**src/rtl/axis_elastic_rx_static_32_pkg.sv**
```systemverilog
// Shared beat type and field widths for the 32-bit receive-side elastic buffer.
package lynxTypes;

  localparam int AXIS_32_DATA_BITS = 32;
  localparam int AXIS_32_KEEP_BITS = 4;

  typedef struct packed {
    logic [AXIS_32_DATA_BITS-1:0] tdata;
    logic [AXIS_32_KEEP_BITS-1:0] tkeep;
    logic                         tlast;
  } rx_beat_32_t;

  localparam int RX_BEAT_32_BITS = $bits(rx_beat_32_t);

endpackage

```
**src/rtl/axis_elastic_ram_32.sv**
```systemverilog
// Simple dual-port beat store: synchronous write, asynchronous read (maps to distributed RAM).
module axis_elastic_ram_32
  import lynxTypes::*;
#(
  parameter int ENTRIES = 7,
  parameter int ADDR_W  = 3
) (
  input  logic              clk,
  input  logic              we,
  input  logic [ADDR_W-1:0] waddr,
  input  rx_beat_32_t       wdata,
  input  logic [ADDR_W-1:0] raddr,
  output rx_beat_32_t       rdata
);

  // No reset on the storage itself; validity is tracked entirely by the pointers.
  rx_beat_32_t mem [ENTRIES];

  always_ff @(posedge clk) begin
    if (we) begin
      mem[waddr] <= wdata;
    end
  end

  assign rdata = mem[raddr];

endmodule

```
**src/rtl/axis_elastic_rx_static_32.sv**
```systemverilog
// Sink-side elastic buffer: output register plus DEPTH-1 entry circular array, all outputs registered.
module axis_elastic_rx_static_32
  import lynxTypes::*;
#(
  parameter int DEPTH    = 8,
  parameter int CNT_BITS = $clog2(DEPTH) + 1
) (
  input  logic                         aclk,
  input  logic                         aresetn,
  input  logic [AXIS_32_DATA_BITS-1:0] s_axis_tdata,
  input  logic [AXIS_32_KEEP_BITS-1:0] s_axis_tkeep,
  input  logic                         s_axis_tlast,
  input  logic                         s_axis_tvalid,
  output logic                         s_axis_tready,
  output logic [AXIS_32_DATA_BITS-1:0] m_axis_tdata,
  output logic [AXIS_32_KEEP_BITS-1:0] m_axis_tkeep,
  output logic                         m_axis_tlast,
  output logic                         m_axis_tvalid,
  input  logic                         m_axis_tready,
  output logic [CNT_BITS-1:0]          occupancy,
  output logic [CNT_BITS-1:0]          pkt_cnt,
  output logic                         full,
  output logic                         empty
);

  localparam int PTR_W     = $clog2(DEPTH);
  localparam int ARR_DEPTH = DEPTH - 1;

  // Array is DEPTH-1 deep, so pointers wrap explicitly instead of overflowing.
  function automatic logic [PTR_W-1:0] ptr_inc(input logic [PTR_W-1:0] p);
    return (p == PTR_W'(ARR_DEPTH - 1)) ? '0 : p + 1'b1;
  endfunction

  logic               s_ready_reg, s_ready_next;
  logic               full_reg, full_next;
  logic               empty_reg, empty_next;
  logic               out_valid_reg, out_valid_next;
  rx_beat_32_t        out_beat_reg, out_beat_next;
  logic [CNT_BITS-1:0] count_reg, count_next;
  logic [CNT_BITS-1:0] pkt_reg, pkt_next;
  logic [PTR_W-1:0]   wr_ptr_reg, wr_ptr_next;
  logic [PTR_W-1:0]   rd_ptr_reg, rd_ptr_next;

  logic        push, pop, load_slot, arr_nonempty;
  logic        ram_re, ram_we, bypass;
  rx_beat_32_t in_beat, ram_rdata;

  assign in_beat = {s_axis_tdata, s_axis_tkeep, s_axis_tlast};

  axis_elastic_ram_32 #(
    .ENTRIES(ARR_DEPTH),
    .ADDR_W (PTR_W)
  ) u_ram (
    .clk  (aclk),
    .we   (ram_we),
    .waddr(wr_ptr_reg),
    .wdata(in_beat),
    .raddr(rd_ptr_reg),
    .rdata(ram_rdata)
  );

  always_comb begin
    push         = s_axis_tvalid && s_ready_reg;
    pop          = out_valid_reg && m_axis_tready;
    load_slot    = !out_valid_reg || pop;
    arr_nonempty = (count_reg - CNT_BITS'(out_valid_reg)) != '0;

    // The array head has priority so ordering is preserved; bypass only when the array is empty.
    ram_re = load_slot && arr_nonempty;
    bypass = load_slot && !arr_nonempty && push;
    ram_we = push && !bypass;

    out_valid_next = out_valid_reg;
    out_beat_next  = out_beat_reg;
    if (ram_re) begin
      out_valid_next = 1'b1;
      out_beat_next  = ram_rdata;
    end else if (bypass) begin
      out_valid_next = 1'b1;
      out_beat_next  = in_beat;
    end else if (pop) begin
      out_valid_next = 1'b0;
    end

    wr_ptr_next = ram_we ? ptr_inc(wr_ptr_reg) : wr_ptr_reg;
    rd_ptr_next = ram_re ? ptr_inc(rd_ptr_reg) : rd_ptr_reg;

    count_next = count_reg + CNT_BITS'(push) - CNT_BITS'(pop);
    pkt_next   = pkt_reg + CNT_BITS'(push && s_axis_tlast)
                         - CNT_BITS'(pop && out_beat_reg.tlast);

    // Ready is computed from the post-edge count, so it is exact and never over-admits.
    s_ready_next = (count_next != CNT_BITS'(DEPTH));
    full_next    = (count_next == CNT_BITS'(DEPTH));
    empty_next   = (count_next == '0);
  end

  always_ff @(posedge aclk or negedge aresetn) begin
    if (!aresetn) begin
      s_ready_reg   <= 1'b0;
      full_reg      <= 1'b0;
      empty_reg     <= 1'b1;
      out_valid_reg <= 1'b0;
      out_beat_reg  <= '0;
      count_reg     <= '0;
      pkt_reg       <= '0;
      wr_ptr_reg    <= '0;
      rd_ptr_reg    <= '0;
    end else begin
      s_ready_reg   <= s_ready_next;
      full_reg      <= full_next;
      empty_reg     <= empty_next;
      out_valid_reg <= out_valid_next;
      out_beat_reg  <= out_beat_next;
      count_reg     <= count_next;
      pkt_reg       <= pkt_next;
      wr_ptr_reg    <= wr_ptr_next;
      rd_ptr_reg    <= rd_ptr_next;
    end
  end

  assign s_axis_tready = s_ready_reg;
  assign m_axis_tvalid = out_valid_reg;
  assign m_axis_tdata  = out_beat_reg.tdata;
  assign m_axis_tkeep  = out_beat_reg.tkeep;
  assign m_axis_tlast  = out_beat_reg.tlast;
  assign occupancy     = count_reg;
  assign pkt_cnt       = pkt_reg;
  assign full          = full_reg;
  assign empty         = empty_reg;

endmodule

```
**config.mk**
```make
export PLATFORM = sky130hd
export DESIGN_NAME = axis_elastic_rx_static_32
export DESIGN_NICKNAME = d
export VERILOG_FILES = /design/src/rtl/axis_elastic_rx_static_32_pkg.sv /design/src/rtl/axis_elastic_ram_32.sv /design/src/rtl/axis_elastic_rx_static_32.sv
export SDC_FILE = /design/constraint.sdc
export NUM_CORES = 1
export LEC_CHECK = 0
export ABC_AREA = 1
export BUFFER_PORTS_ARGS = -buffer_cell sky130_fd_sc_hd__buf_2
export CORE_ASPECT_RATIO = 0.9
export CORE_MARGIN = 2
export CORE_UTILIZATION = 55
export CTS_CLUSTER_DIAMETER = 150
export DETAILED_ROUTE_END_ITERATION = 8
export PLACE_DENSITY = 0.74
export SYNTH_ARGS = -nofsm -noshare
export SYNTH_HDL_FRONTEND = slang
export SYNTH_SLANG_ARGS = --single-unit
```
**constraint.sdc**
```tcl
create_clock -name aclk -period 5.9 [get_ports aclk]
set_input_delay 0.295 -clock aclk [delete_from_list [all_inputs] [get_ports aclk]]
set_output_delay 0.295 -clock aclk [all_outputs]
set_load 0.005 [all_outputs]
```
Word level (Yosys, flattened, before mapping) --
Memories as Yosys holds them, arrays and structs flattened. Cells that the tools add are included.
Word-level totals: memories 1, RAM bits 259, output and inout bits 49, input port bits 41, register bits after elaboration 55
Operators by class: equal/unequal tests 4, reductions and logical operators 16, add/sub/neg operators 7, mux-type cells 9
Memory list:
- u_ram.mem | words 7, bits a word 37, read ports 1, clocked after memory_dff 0, wr ports 1, RTL line axis_elastic_ram_32.sv:17 | rx_beat_32_t mem [ENTRIES];
Operator list (number):
- 37-bit two-way mux | 2
- 4-bit by 1-bit subtractor with 4-bit output | 3
- 4-bit by 1-bit adder with 4-bit output | 2
- 1-bit logical AND | 8
- 3-bit by 1-bit adder with 3-bit output (second input constant) | 2
- 3-bit == test (second input constant) | 2
- 3-bit two-way mux | 2
- 1-bit two-way mux | 5
- 4-bit == test (second input constant) | 1
- 4-bit zero test | 1
- 4-bit != test (second input constant) | 1
- 4-bit nonzero test | 1
- 1-bit zero test | 3
- 3-bit nonzero test | 1
- 2-bit nonzero test | 1
- 1-bit logical OR | 1

Depth between registers and ports, before layout --
Gate-level depths: netlist (run 1).
depth in word-level cells 9, gate-level depth with buffers 12, gate-level depth less buffers 11

Hierarchy --
A second synthesis (run 1) with hierarchy kept.
Unflattened totals: cells, all modules 1398, area, all modules 13924.6 um2
By module, submodules not included:
- axis_elastic_ram_32 | cells each 998, seq. area each 7777.5 um2, area an instance 10842.9 um2, instances 1
- axis_elastic_rx_static_32 | cells each 400, seq. area each 1377.6 um2, area an instance 3081.7 um2, instances 1

Worst setup path after synthesis (run 1) --
No wires, ideal clock.
kind flip-flop to flip-flop, start register count_reg[1] (netlist: occupancy[1]), end memory u_ram.mem[6][0] (netlist name), enable pin, buffers on the path 1, library setup time 0.477 ns, clock period less this slack 4.244 ns, slack 1.656 ns, cell stages (with the launch flop) 11, data arrival time 3.767 ns, cell sequence dfrtp_1 inv_1 ha_1 inv_1 nand2_1 nand3_1 nor2_1 nand2_1 nand2_1 buf_2 nor3_1
Between the ends: cells in the longest elaborated chain, start to end 9
RTL lines:
- from (decl) | RTL line axis_elastic_rx_static_32.sv:39 | logic [CNT_BITS-1:0] count_reg, count_next;
- from (signal assigned) | RTL line axis_elastic_rx_static_32.sv:115 | count_reg <= count_next;
- 4-bit by 1-bit subtractor with 4-bit output | RTL line axis_elastic_rx_static_32.sv:66 | arr_nonempty = (count_reg - CNT_BITS'(out_valid_reg)) != '0;
- 4-bit nonzero test | RTL line axis_elastic_rx_static_32.sv:66
- 1-bit zero test | RTL line axis_elastic_rx_static_32.sv:70 | bypass = load_slot && !arr_nonempty && push;
- 1-bit logical AND (2 in a row) | RTL line axis_elastic_rx_static_32.sv:70
- 1-bit zero test | RTL line axis_elastic_rx_static_32.sv:71 | ram_we = push && !bypass;
- 1-bit logical AND | RTL line axis_elastic_rx_static_32.sv:71
- 1-bit two-way mux | RTL line axis_elastic_ram_32.sv:20 | if (we) begin
- 1-bit two-way mux (not written as such) | RTL line axis_elastic_ram_32.sv:21 | mem[waddr] <= wdata;
- to (decl) | RTL line axis_elastic_ram_32.sv:17
No other way between the ends.

Worst setup path after layout (run 1) --
start register count_reg[1] (netlist: occupancy[1]), end memory u_ram.mem[0][33] (netlist name), enable pin
The elaborated chain is that of the path after synthesis.

==> impl_metrics.tcl, run 1 <==
set metrics [dict create \
    status "completed" \
    nNetsFinal 1403 \
    cp-start-kind "flop" \
    yosysWarnings 0 \
    setup_viol_count_final 0 \
    crit_required_ns 6.11 \
    area_growth_syn_to_layout_pct 13.2 \
    cts_setup_buffers 0 \
    synth-xor-area-share 0.00328 \
    pwr-share-seq 0.409 \
    internal_power_mw 4.80 \
    synth_cell_types 27 \
    grt_overflow 0 \
    ant_nets 0 \
    swShare 0.358 \
    worst_slack_ns 2.72 \
    antenna_cells 0 \
    power-per-cell-area_mw_per_mm2 495 \
    clk_latency_ns 0.55 \
    drive_gt1_frac 0.124 \
    synth_top_family_by_area "simple AND/OR/NAND/NOR gates" \
    syn_nets 1323 \
    synthTopCellsByArea "edfxtp_1 58%, nand2_1 14%, dfrtp_1 10%, nand3_1 4.5%, inv_1 3.8%" \
    whs_path_depth 1 \
    root_buffer "clkbuf_16" \
    cts.clk_slew.worst_paths_ns 0.06 \
    fin_crit_ns 3.18 \
    std_cell_rows 54 \
    yosys-top-cells-count "500 x nand2_1, 259 x edfxtp_1, 136 x inv_1, 120 x nand3_1, 54 x dfrtp_1" \
    p_clk_frac 0.259 \
    critPathKind "flop to flop" \
    hpwlAfterDp_um 15600 \
    critical_path.max_fanout 26 \
    period_share 0.540 \
    routed_wl_um 29000 \
    core-area_sq_mm 0.0241 \
    gp_congestion 0.805 \
    yosysTopAreaCellShare 0.583 \
    grt_first_pass_wirelength_um 45200 \
    async_reset_ff_frac 0.175 \
    rsz0062_at_grt "false" \
    port_buffers 89 \
    final_cells 1683 \
    synth_seq_cells 314 \
    power_frac_comb 0.332 \
    crit_arrival_ns 3.39 \
    fillers 1832 \
    synthAdderAreaFrac 0.0124 \
    setup_tns_ns 0 \
    worstRegToRegCells 9 \
    clock_sinks 314 \
    regMostFlops "u_ram.mem" \
    max_freq_mhz 314 \
    worstHoldPathType "input port to flop" \
    max-slew-margin-rel 0.219 \
    ir_worst_vdd_uv 305 \
    cts_buffers 31 \
    power_switching_mw 2.68 \
    start_util 0.555 \
    syn_inst 1270 \
    tightest_slew_ns 1.17 \
    grt_use_total 0.228 \
    grt_pass1_vias 8399 \
    num_vias 8948 \
    synth_edf_count 259 \
    synth_top_area_cell "edfxtp_1" \
    synthMuxAreaShare 0 \
    synth_simple_gate_area_frac 0.195 \
    pre_cts_ws_ns 2.65 \
    slew_viol_final 0 \
    cts.path.max_buffers 3 \
    die_h_um 152 \
    htreeDepth 1 \
    die_w_um 168 \
    antenna_found_initial 1 \
    first_iter_violations 919 \
    yosysSeqAreaShare 0.686 \
    finalHoldViolCount 0 \
    grt_max_degree 90 \
    vias_per_cell 5.32 \
    synthesis.area_sq_mm 0.0133 \
    yosysMostFrequentCell "nand2_1" \
    timing.hold.ws_ns 0.0240 \
    syn_area_per_cell_sq_um 10.5 \
    endpoint_kind "flop" \
    post_drt_wl_per_cell_um 17.2 \
    remaining_drc_errors 0 \
    cts_tree "done" \
    firstDrtPassIters 5 \
    cellLeakagePower_nw 6.54 \
    synth_compound_area_frac 0.0411 \
    die-area_sq_mm 0.0255 \
    largest_register_ff_count 259 \
    synth_flop_cell "edfxtp_1" \
    io_pins 90 \
    fin_skew_ns 0.0130 \
    maxCapViolCount 0 \
    dp.cells 1620 \
]
==> placed cells by master (no fill, tap or decap), types with 2 or more instances in the layout <==
cell type,n
nand2_1,500
edfxtp_1,259
inv_1,136
nand3_1,120
buf_2,89
dfrtp_1,53
o21ai_0,36
o211ai_1,36
clkbuf_16,31
buf_4,18
o21ai_1,12
clkbuf_1,11
nor2_1,10
ha_1,10
clkinv_2,6
nor3_2,5
dlygate4sd3_1,5
xnor2_1,4
clkbuf_8,4
nand2_2,3
a21oi_1,3
nor2_4,3
clkinv_1,3
bufinv_16,3
inv_2,2
nand4_1,2
fa_1,2
==> per-stage QoR <==
stage | cell area [sq um] | util | total power [mW]
2_1_floorplan | 13300 | - | 4.81
3_3_place_gp | 14100 | 0.584 | 5.48
3_5_place_dp | 14100 | 0.584 | 5.57
4_1_cts | 15100 | 0.628 | 7.52
5_1_grt | 15100 | 0.628 | 7.97
6_report | 15100 | 0.628 | 7.48
==> cell type report <==
class / count / area (sq um) / share of cell area
clock buffers: 46 / 872 / 0.0577
clock inverters: 12 / 135 / 0.00894
inverters: 139 / 523 / 0.0346
multi-input cells: 752 / 3410 / 0.225
flip-flops and latches: 314 / 9160 / 0.606
well taps: 308 / 385 / 0.0255
repair buffers: 112 / 631 / 0.0417
==> power by group through the flow <==
stage               sequential (mW)  clock (mW)  combinational [mW]
floorplan                      3.08           0                1.73
global placement               3.08           0                2.40
detailed placement             3.10           0                2.47
CTS                            3.06        1.97                2.49
global route                   3.11        2.05                2.82
finish                         3.06        1.94                2.48
==> path summary, 6_finish.rpt <==
check                                              from                      endpoint  slack [ns]
max in group asynchronous                       aresetn     rd_ptr_reg[0]$_DFFE_PN0N_        4.84
min in group asynchronous                       aresetn   m_axis_tdata[1]$_DFFE_PN0P_        0.46
min reg2reg                m_axis_tdata[28]$_DFFE_PN0P_  m_axis_tdata[28]$_DFFE_PN0P_        0.47
max reg2reg                      occupancy[1]$_DFF_PN0_    u_ram.mem[0][33]$_DFFE_PP_        2.72
min                                     s_axis_tdata[9]    u_ram.mem[5][14]$_DFFE_PP_        0.02
max                              occupancy[1]$_DFF_PN0_    u_ram.mem[0][33]$_DFFE_PP_        2.72
==> what timing repair did <==
| item | in CTS | in global routing |
|---|---|---|
| endpoints found under the setup margin | 0 | 0 |
| hold buffers | 5 | 0 |
| resized for setup | 0 | 0 |
| endpoints found under the hold margin | 68 | 0 |
==> critical path, stage by stage, from the launching register on <==
cell and delay, ns:
dfrtp_1 0.41, inv_1 0.14, ha_1 0.20, nand3_1 0.12, nand2_1 0.10, nor2_1 0.08, nand2_1 0.08, nand2_1 0.31
nor3_2 0.86, buf_4 0.52
==> cell families after synthesis <==
family	count (synthesis)
compound gates	89
buf+inv	204
fa+ha+maj	12
simple gates	646
flops	314
xor+xnor	5
==> routing by layer <==
| metal | wire [um] | track usage |
|---|---|---|
| met4 | 425 | 0.0534 |
| met2 | 13700 | 0.374 |
| met3 | 2160 | 0.0356 |
| met1 | 12700 | 0.326 |
| met5 | 15 | 0 |
Note: power is estimated with default switching activity, not from simulation.
==> run 2, diff against run 1 <==
--- a/config.mk
+++ b/config.mk
@@ -9,10 +9,10 @@
 export BUFFER_PORTS_ARGS = -buffer_cell sky130_fd_sc_hd__buf_2
 export CORE_ASPECT_RATIO = 0.9
 export CORE_MARGIN = 2
-export CORE_UTILIZATION = 55
+export CORE_UTILIZATION = 54
 export CTS_CLUSTER_DIAMETER = 150
 export DETAILED_ROUTE_END_ITERATION = 8
-export PLACE_DENSITY = 0.74
+export PLACE_DENSITY = 0.75
 export SYNTH_ARGS = -nofsm -noshare
 export SYNTH_HDL_FRONTEND = slang
 export SYNTH_SLANG_ARGS = --single-unit
==> constraint.sdc (replaced) <==
create_clock -name aclk -period 2.9 [get_ports aclk]
set_input_delay 0.145 -clock aclk [delete_from_list [all_inputs] [get_ports aclk]]
set_output_delay 0.145 -clock aclk [all_outputs]
set_load 0.005 [all_outputs]
==> run 2 against run 1 <==
Effect of this change:
- cell area increased by 4.5%
- critical path depth rose by 1
- clock power up 110%
- combinational power is 120% higher
- highest routed layer is now met4
- via count up 3.3%
- clock skew shrank 0.00095 ns
- die area rose by 1.8%
- worst hold slack better by 0.037 ns
- maximum frequency up 16%
- sequential share of layout area shrank 2.6 points
- clock-buffer cell count shrank 4
- global-route usage is 0.71 points higher
==> impl_metrics.tcl, run 2 (synthesis gave the netlist of run 1 again) <==
set metrics [dict create \
    r2r_setup_slack_ns 0.16 \
    internal_power_mw 10.2 \
    grt_use_total 0.235 \
    fin_crit_ns 2.74 \
    maxCapViolCount 0 \
    power_switching_mw 5.60 \
    status "completed" \
    setup_viol_count_final 0 \
    final_cell_mix "499 x nand2_1, 259 x edfxtp_1, 136 x inv_1" \
    power_frac_comb 0.342 \
    firstDrtPassIters 6 \
    gp_congestion 0.780 \
    ir_worst_vdd_uv 635 \
    nNetsFinal 1456 \
    cts_setup_buffers 0 \
    routed_wl_um 30200 \
    max_freq_mhz 365 \
    critical_path.max_fanout 22 \
    rsz0062_at_grt "false" \
    grt_max_degree 113 \
    clk_latency_ns 0.55 \
    num_vias 9246 \
    start_util 0.550 \
    post_drt_wl_per_cell_um 17.4 \
    io_pins 90 \
    drive_gt1_frac 0.136 \
    area_growth_syn_to_layout_pct 18.2 \
    setup_tns_ns 0 \
    vias_per_cell 5.33 \
    remaining_drc_errors 0 \
    cellLeakagePower_nw 6.85 \
    std_cell_rows 54 \
    grt_overflow 0 \
    critPathKind "flop to flop" \
    largest_register_ff_count 259 \
    grt_first_pass_wirelength_um 47900 \
    crit_arrival_ns 2.99 \
    regMostFlops "u_ram.mem" \
    htreeDepth 1 \
    worstHoldPathType "input port to flop" \
    crit_required_ns 3.15 \
    hold_start "m_axis_tready" \
    antenna_found_initial 0 \
    antenna_cells 0 \
    final_common_cell "nand2_1" \
    r2r-end "u_ram.mem[4][3]$_DFFE_PP_" \
    hpwlAfterDp_um 17500 \
    root_buffer "clkbuf_16" \
    final_cells 1735 \
    endpoint_kind "flop" \
    swShare 0.354 \
    first_iter_violations 772 \
    cp-start-kind "flop" \
    max-slew-margin-rel 0.161 \
    slew_viol_final 0 \
    fillers 1814 \
    cts.path.max_buffers 3 \
    ant_nets 0 \
    pwr-share-seq 0.393 \
    clock_sinks 314 \
    tightest_slew_ns 1.25 \
    finalHoldViolCount 0 \
    timing.hold.ws_ns 0.0608 \
    whs_path_depth 6 \
    port_buffers 89 \
    power-per-cell-area_mw_per_mm2 1000 \
    p_clk_frac 0.264 \
    grt_pass1_vias 9070 \
    cts_tree "done" \
    fin_skew_ns 0.0121 \
    dp.cells 1638 \
    period_share 0.945 \
    cts_buffers 31 \
    final_area_sq_mm 0.0158 \
    cts.clk_slew.worst_paths_ns 0.06 \
    whs_endpoint "wr_ptr_reg[1]$_DFFE_PN0P_" \
    place_area_sq_mm 0.0143 \
    die_h_um 153 \
    die-area_sq_mm 0.0260 \
    worstRegToRegCells 10 \
    core-area_sq_mm 0.0243 \
    finalPower_mw 15.8 \
    die_w_um 170 \
    r2r-start "occupancy[1]$_DFF_PN0_" \
]
run 2: cell count changes in the layout (fill, tap and decap cells not counted), moves of 5 or more:
cell	before	now
buf_4	18	26
dlygate4sd3_1	5	38
clkbuf_1	11	5
buf_6	0	5
nor3_2	5	0
buf_12	0	5
nor3_4	0	6
run 2: through the flow:
step           setup slack (ns)   util
6_report                  0.160  0.651
5_1_grt              0.00000533  0.651
4_1_cts                  0.0406  0.649
3_5_place_dp             -0.112  0.589
3_3_place_gp            -0.0416  0.589
2_1_floorplan            -0.347      -
run 2: power by group through the flow:
stage / combinational (mW) / sequential, mW / clock (mW)
2_1_floorplan: 3.53 / 6.25 / 0
3_3_place_gp: 5.15 / 6.26 / 0
3_5_place_dp: 5.29 / 6.29 / 0
4_1_cts: 5.42 / 6.21 / 4.22
5_1_grt: 6.07 / 6.30 / 4.39
6_report: 5.41 / 6.21 / 4.17
run 2: per-layer routing:
layer | up-vias | track usage | part of all wire
met1 | 4338 | 0.329 | 0.41
met3 | 52 | 0.0360 | 0.080
met4 | 0 | 0.0594 | 0.021
met5 | - | 0 | 0
li1 | 4460 | - | -
met2 | 396 | 0.390 | 0.48
run 2: area by class of cell:
class | instances | area (sq um) | area share
multi-input cells | 754 | 3460 | 0.219
clock inverters | 15 | 200 | 0.0127
well taps | 308 | 385 | 0.0244
clock buffers | 42 | 877 | 0.0556
inverters | 139 | 523 | 0.0331
repair buffers | 163 | 1180 | 0.0746
flip-flops and latches | 314 | 9160 | 0.580
run 2: worst max-delay path by stage:
stage | start | end | slack, ns | cells past startpoint
3_5_place_dp | occupancy[1]$_DFF_PN0_ | u_ram.mem[0][8]$_DFFE_PP_ | -0.11 | 11
4_1_cts | occupancy[1]$_DFF_PN0_ | u_ram.mem[4][3]$_DFFE_PP_ | 0.04 | 10
3_3_place_gp | m_axis_tvalid$_DFFE_PN0P_ | u_ram.mem[0][8]$_DFFE_PP_ | -0.04 | 10
6_report | occupancy[1]$_DFF_PN0_ | u_ram.mem[4][3]$_DFFE_PP_ | 0.16 | 10
2_1_floorplan | occupancy[1]$_DFF_PN0_ | u_ram.mem[2][0]$_DFFE_PP_ | -0.35 | 10
5_1_grt | m_axis_tvalid$_DFFE_PN0P_ | u_ram.mem[4][13]$_DFFE_PP_ | 0.000005 | 9
run 2: worst max-delay path, stage by stage, from the launching register on:
cell     delay [ns]
dfrtp_1        0.39
inv_1          0.08
ha_1           0.22
inv_1          0.06
nand2_1        0.06
nand3_1        0.10
nor2_1         0.09
nand2_1        0.10
nand2_2        0.10
nor3_4         0.95
buf_6          0.28
run 2: what timing repair did:
item	in CTS	in global routing
setup endpoints to repair	19	101
endpoints found under the hold margin	285	0
pin swaps	1	1
hold buffers	38	0
gates resized for setup	0	7
gates cloned	1	1
==> run 3, diff against run 2 <==
--- a/config.mk
+++ b/config.mk
@@ -7,12 +7,12 @@
 export LEC_CHECK = 0
 export ABC_AREA = 1
 export BUFFER_PORTS_ARGS = -buffer_cell sky130_fd_sc_hd__buf_2
+export CAP_MARGIN = 40
 export CORE_ASPECT_RATIO = 0.9
 export CORE_MARGIN = 2
-export CORE_UTILIZATION = 54
+export CORE_UTILIZATION = 45
 export CTS_CLUSTER_DIAMETER = 150
 export DETAILED_ROUTE_END_ITERATION = 8
-export PLACE_DENSITY = 0.75
 export SYNTH_ARGS = -nofsm -noshare
 export SYNTH_HDL_FRONTEND = slang
 export SYNTH_SLANG_ARGS = --single-unit
==> constraint.sdc (replaced) <==
create_clock -name aclk -period 3.2 [get_ports aclk]
set_input_delay 0.16 -clock aclk [delete_from_list [all_inputs] [get_ports aclk]]
set_output_delay 0.16 -clock aclk [all_outputs]
set_load 0.005 [all_outputs]
==> run 3 against run 2 <==
Effect of this change:
- non-clock buffer count is 9 lower
- sequential share of layout area is 0.75 points higher
- clock-buffer cell count is 1 higher
- critical path depth stayed put
- largest cell class unchanged
- cell area is 1.3% lower
- clock power is 19% lower
- combinational power is 13% lower
- utilization is 12 points lower
- power is 13% lower
==> impl_metrics.tcl, run 3 (synthesis gave the netlist of run 1 again) <==
set metrics [dict create \
    status "completed" \
    worstRegToRegCells 10 \
    io_pins 90 \
    die_h_um 167 \
    regMostFlops "u_ram.mem" \
    antenna_found_initial 0 \
    gp_congestion 0.724 \
    num_vias 8880 \
    whs_path_depth 4 \
    maxCapViolCount 0 \
    cts.repair.resized 0 \
    crit_required_ns 3.38 \
    final_cell_mix "500 x nand2_1, 259 x edfxtp_1, 136 x inv_1" \
    cp-start-kind "flop" \
    die_w_um 186 \
    firstDrtPassIters 5 \
    pre_cts_ws_ns 0.542 \
    finalHoldViolCount 0 \
    cts_buffers 31 \
    fin_crit_ns 2.65 \
    crit_arrival_ns 2.83 \
    cellLeakagePower_nw 6.69 \
    grt_pass1_vias 8872 \
    cts.clk_slew.worst_paths_ns 0.06 \
    hold_start "m_axis_tready" \
    cts_tree "done" \
    drive_gt1_frac 0.123 \
    critical_path.max_fanout 32 \
    critPathKind "flop to flop" \
    slowest_stage "buf_4" \
    cpMostUsedCell "nand2_1" \
    whs_endpoint "m_axis_tvalid$_DFFE_PN0P_" \
    worstPathCellList "inv_1 -> ha_1 -> inv_1 -> nand2_1 -> nand3_1 -> nor2_1 -> nand2_1 -> nand2_1 -> nor3_2 -> buf_4" \
    final_common_cell "nand2_1" \
    core-area_sq_mm 0.0291 \
    worstHoldPathType "input port to flop" \
    grt_overflow 0 \
    power-per-cell-area_mw_per_mm2 879 \
    setup_viol_count_final 0 \
    area_growth_syn_to_layout_pct 16.7 \
    cp_slowest_stage_delay_ns 0.56 \
    routed_wl_um 30000 \
    largest_register_ff_count 259 \
    post_drt_wl_per_cell_um 16.6 \
    ir_worst_vdd_uv 523 \
    cts.path.max_buffers 3 \
    r2r_setup_slack_ns 0.55 \
    r2r-end "u_ram.mem[6][12]$_DFFE_PP_" \
    clock_sinks 314 \
    die-area_sq_mm 0.0311 \
    hpwlAfterDp_um 16700 \
    fin_util 0.536 \
    port_buffers 89 \
    final_cells 1812 \
    htreeDepth 1 \
    first_iter_violations 643 \
    grt_max_degree 113 \
    dp.cells 1717 \
    endpoint_kind "flop" \
    grt_use_total 0.200 \
    std_cell_rows 59 \
    clk_latency_ns 0.56 \
    vias_per_cell 4.90 \
    grt_first_pass_wirelength_um 48700 \
    worst_slack_ns 0.554 \
    r2r-start "occupancy[1]$_DFF_PN0_" \
    root_buffer "clkbuf_16" \
    rsz0062_at_grt "false" \
    antenna_cells 0 \
    max_freq_mhz 378 \
    slew_viol_final 0 \
    period_share 0.827 \
    remaining_drc_errors 0 \
    ant_nets 0 \
    tightest_slew_ns 0.834 \
    fin_skew_ns 0.0151 \
    start_util 0.459 \
    max-slew-margin-rel 0.443 \
    nNetsFinal 1445 \
]
-- run 3: cell types whose count changed in the layout (fill, tap and decap cells not counted), sizes merged --
cell / change
clkinv: +4
buf: -9
nor3: -1
nor2: -1
clkbuf: +1
inv: -2
bufinv: -4
clkinvlp: +1
-- run 3: worst max-delay path, delay by kind of cell, from the launching register on --
family,cells,cell delay [ns]
simple gates,6,0.93
fa+ha+maj,1,0.22
flops,1,0.40
buf+inv,3,0.72
-- run 3: per-stage QoR --
stage | power, mW | hold WS [ns] | instance area (sq um) | TNS, ns
6_report | 13.7 | 0.0898 | 15600 | 0
4_1_cts | 13.9 | 0.0565 | 15600 | 0
5_1_grt | 14.7 | 0.123 | 15600 | 0
3_3_place_gp | 10.3 | 0.254 | 14300 | 0
2_1_floorplan | 8.86 | -0.136 | 13300 | -194.90
3_5_place_dp | 10.4 | 0.264 | 14300 | 0
-- run 3: cell type report --
type	count	area [sq um]
Sequential cell	314	9160
Multi-Input combinational cell	752	3410
Clock inverter	14	90.1
Clock buffer	43	841
Inverter	139	524
Fill cell	2538	13500
Tap cell	396	495
Timing Repair Buffer	154	1070
-- run 3: power breakdown --
part,internal (mW),total (mW),switching (mW)
Combinational,1.56,4.71,3.15
Sequential,5.28,5.59,0.310
Clock,1.90,3.39,1.49
-- run 3: worst max path at each step --
| stage | end | start | cells after the start |
|---|---|---|---|
| after global routing | u_ram.mem[4][7]$_DFFE_PP_ | occupancy[1]$_DFF_PN0_ | 10 |
| after CTS | u_ram.mem[4][7]$_DFFE_PP_ | occupancy[1]$_DFF_PN0_ | 10 |
| after detailed placement | u_ram.mem[4][8]$_DFFE_PP_ | occupancy[1]$_DFF_PN0_ | 10 |
| after global placement | u_ram.mem[4][7]$_DFFE_PP_ | occupancy[1]$_DFF_PN0_ | 10 |
| after floorplan | u_ram.mem[6][0]$_DFFE_PP_ | occupancy[1]$_DFF_PN0_ | 10 |
| final | u_ram.mem[6][12]$_DFFE_PP_ | occupancy[1]$_DFF_PN0_ | 10 |
-- run 3: timing repair --
| item | in CTS | in global routing |
|---|---|---|
| buffers inserted | 0 | 0 |
| endpoints found under the hold margin | 287 | 0 |
| hold buffers | 38 | 0 |
-- run 3: per-layer routing --
metal  share of wire  GRT usage  vias to the layer above
li1                -          -                     4422
met1            0.46      0.285                     4226
met2            0.47      0.331                      196
met3           0.048     0.0304                       36
met4           0.015     0.0373                        0
met5               0          0                        -
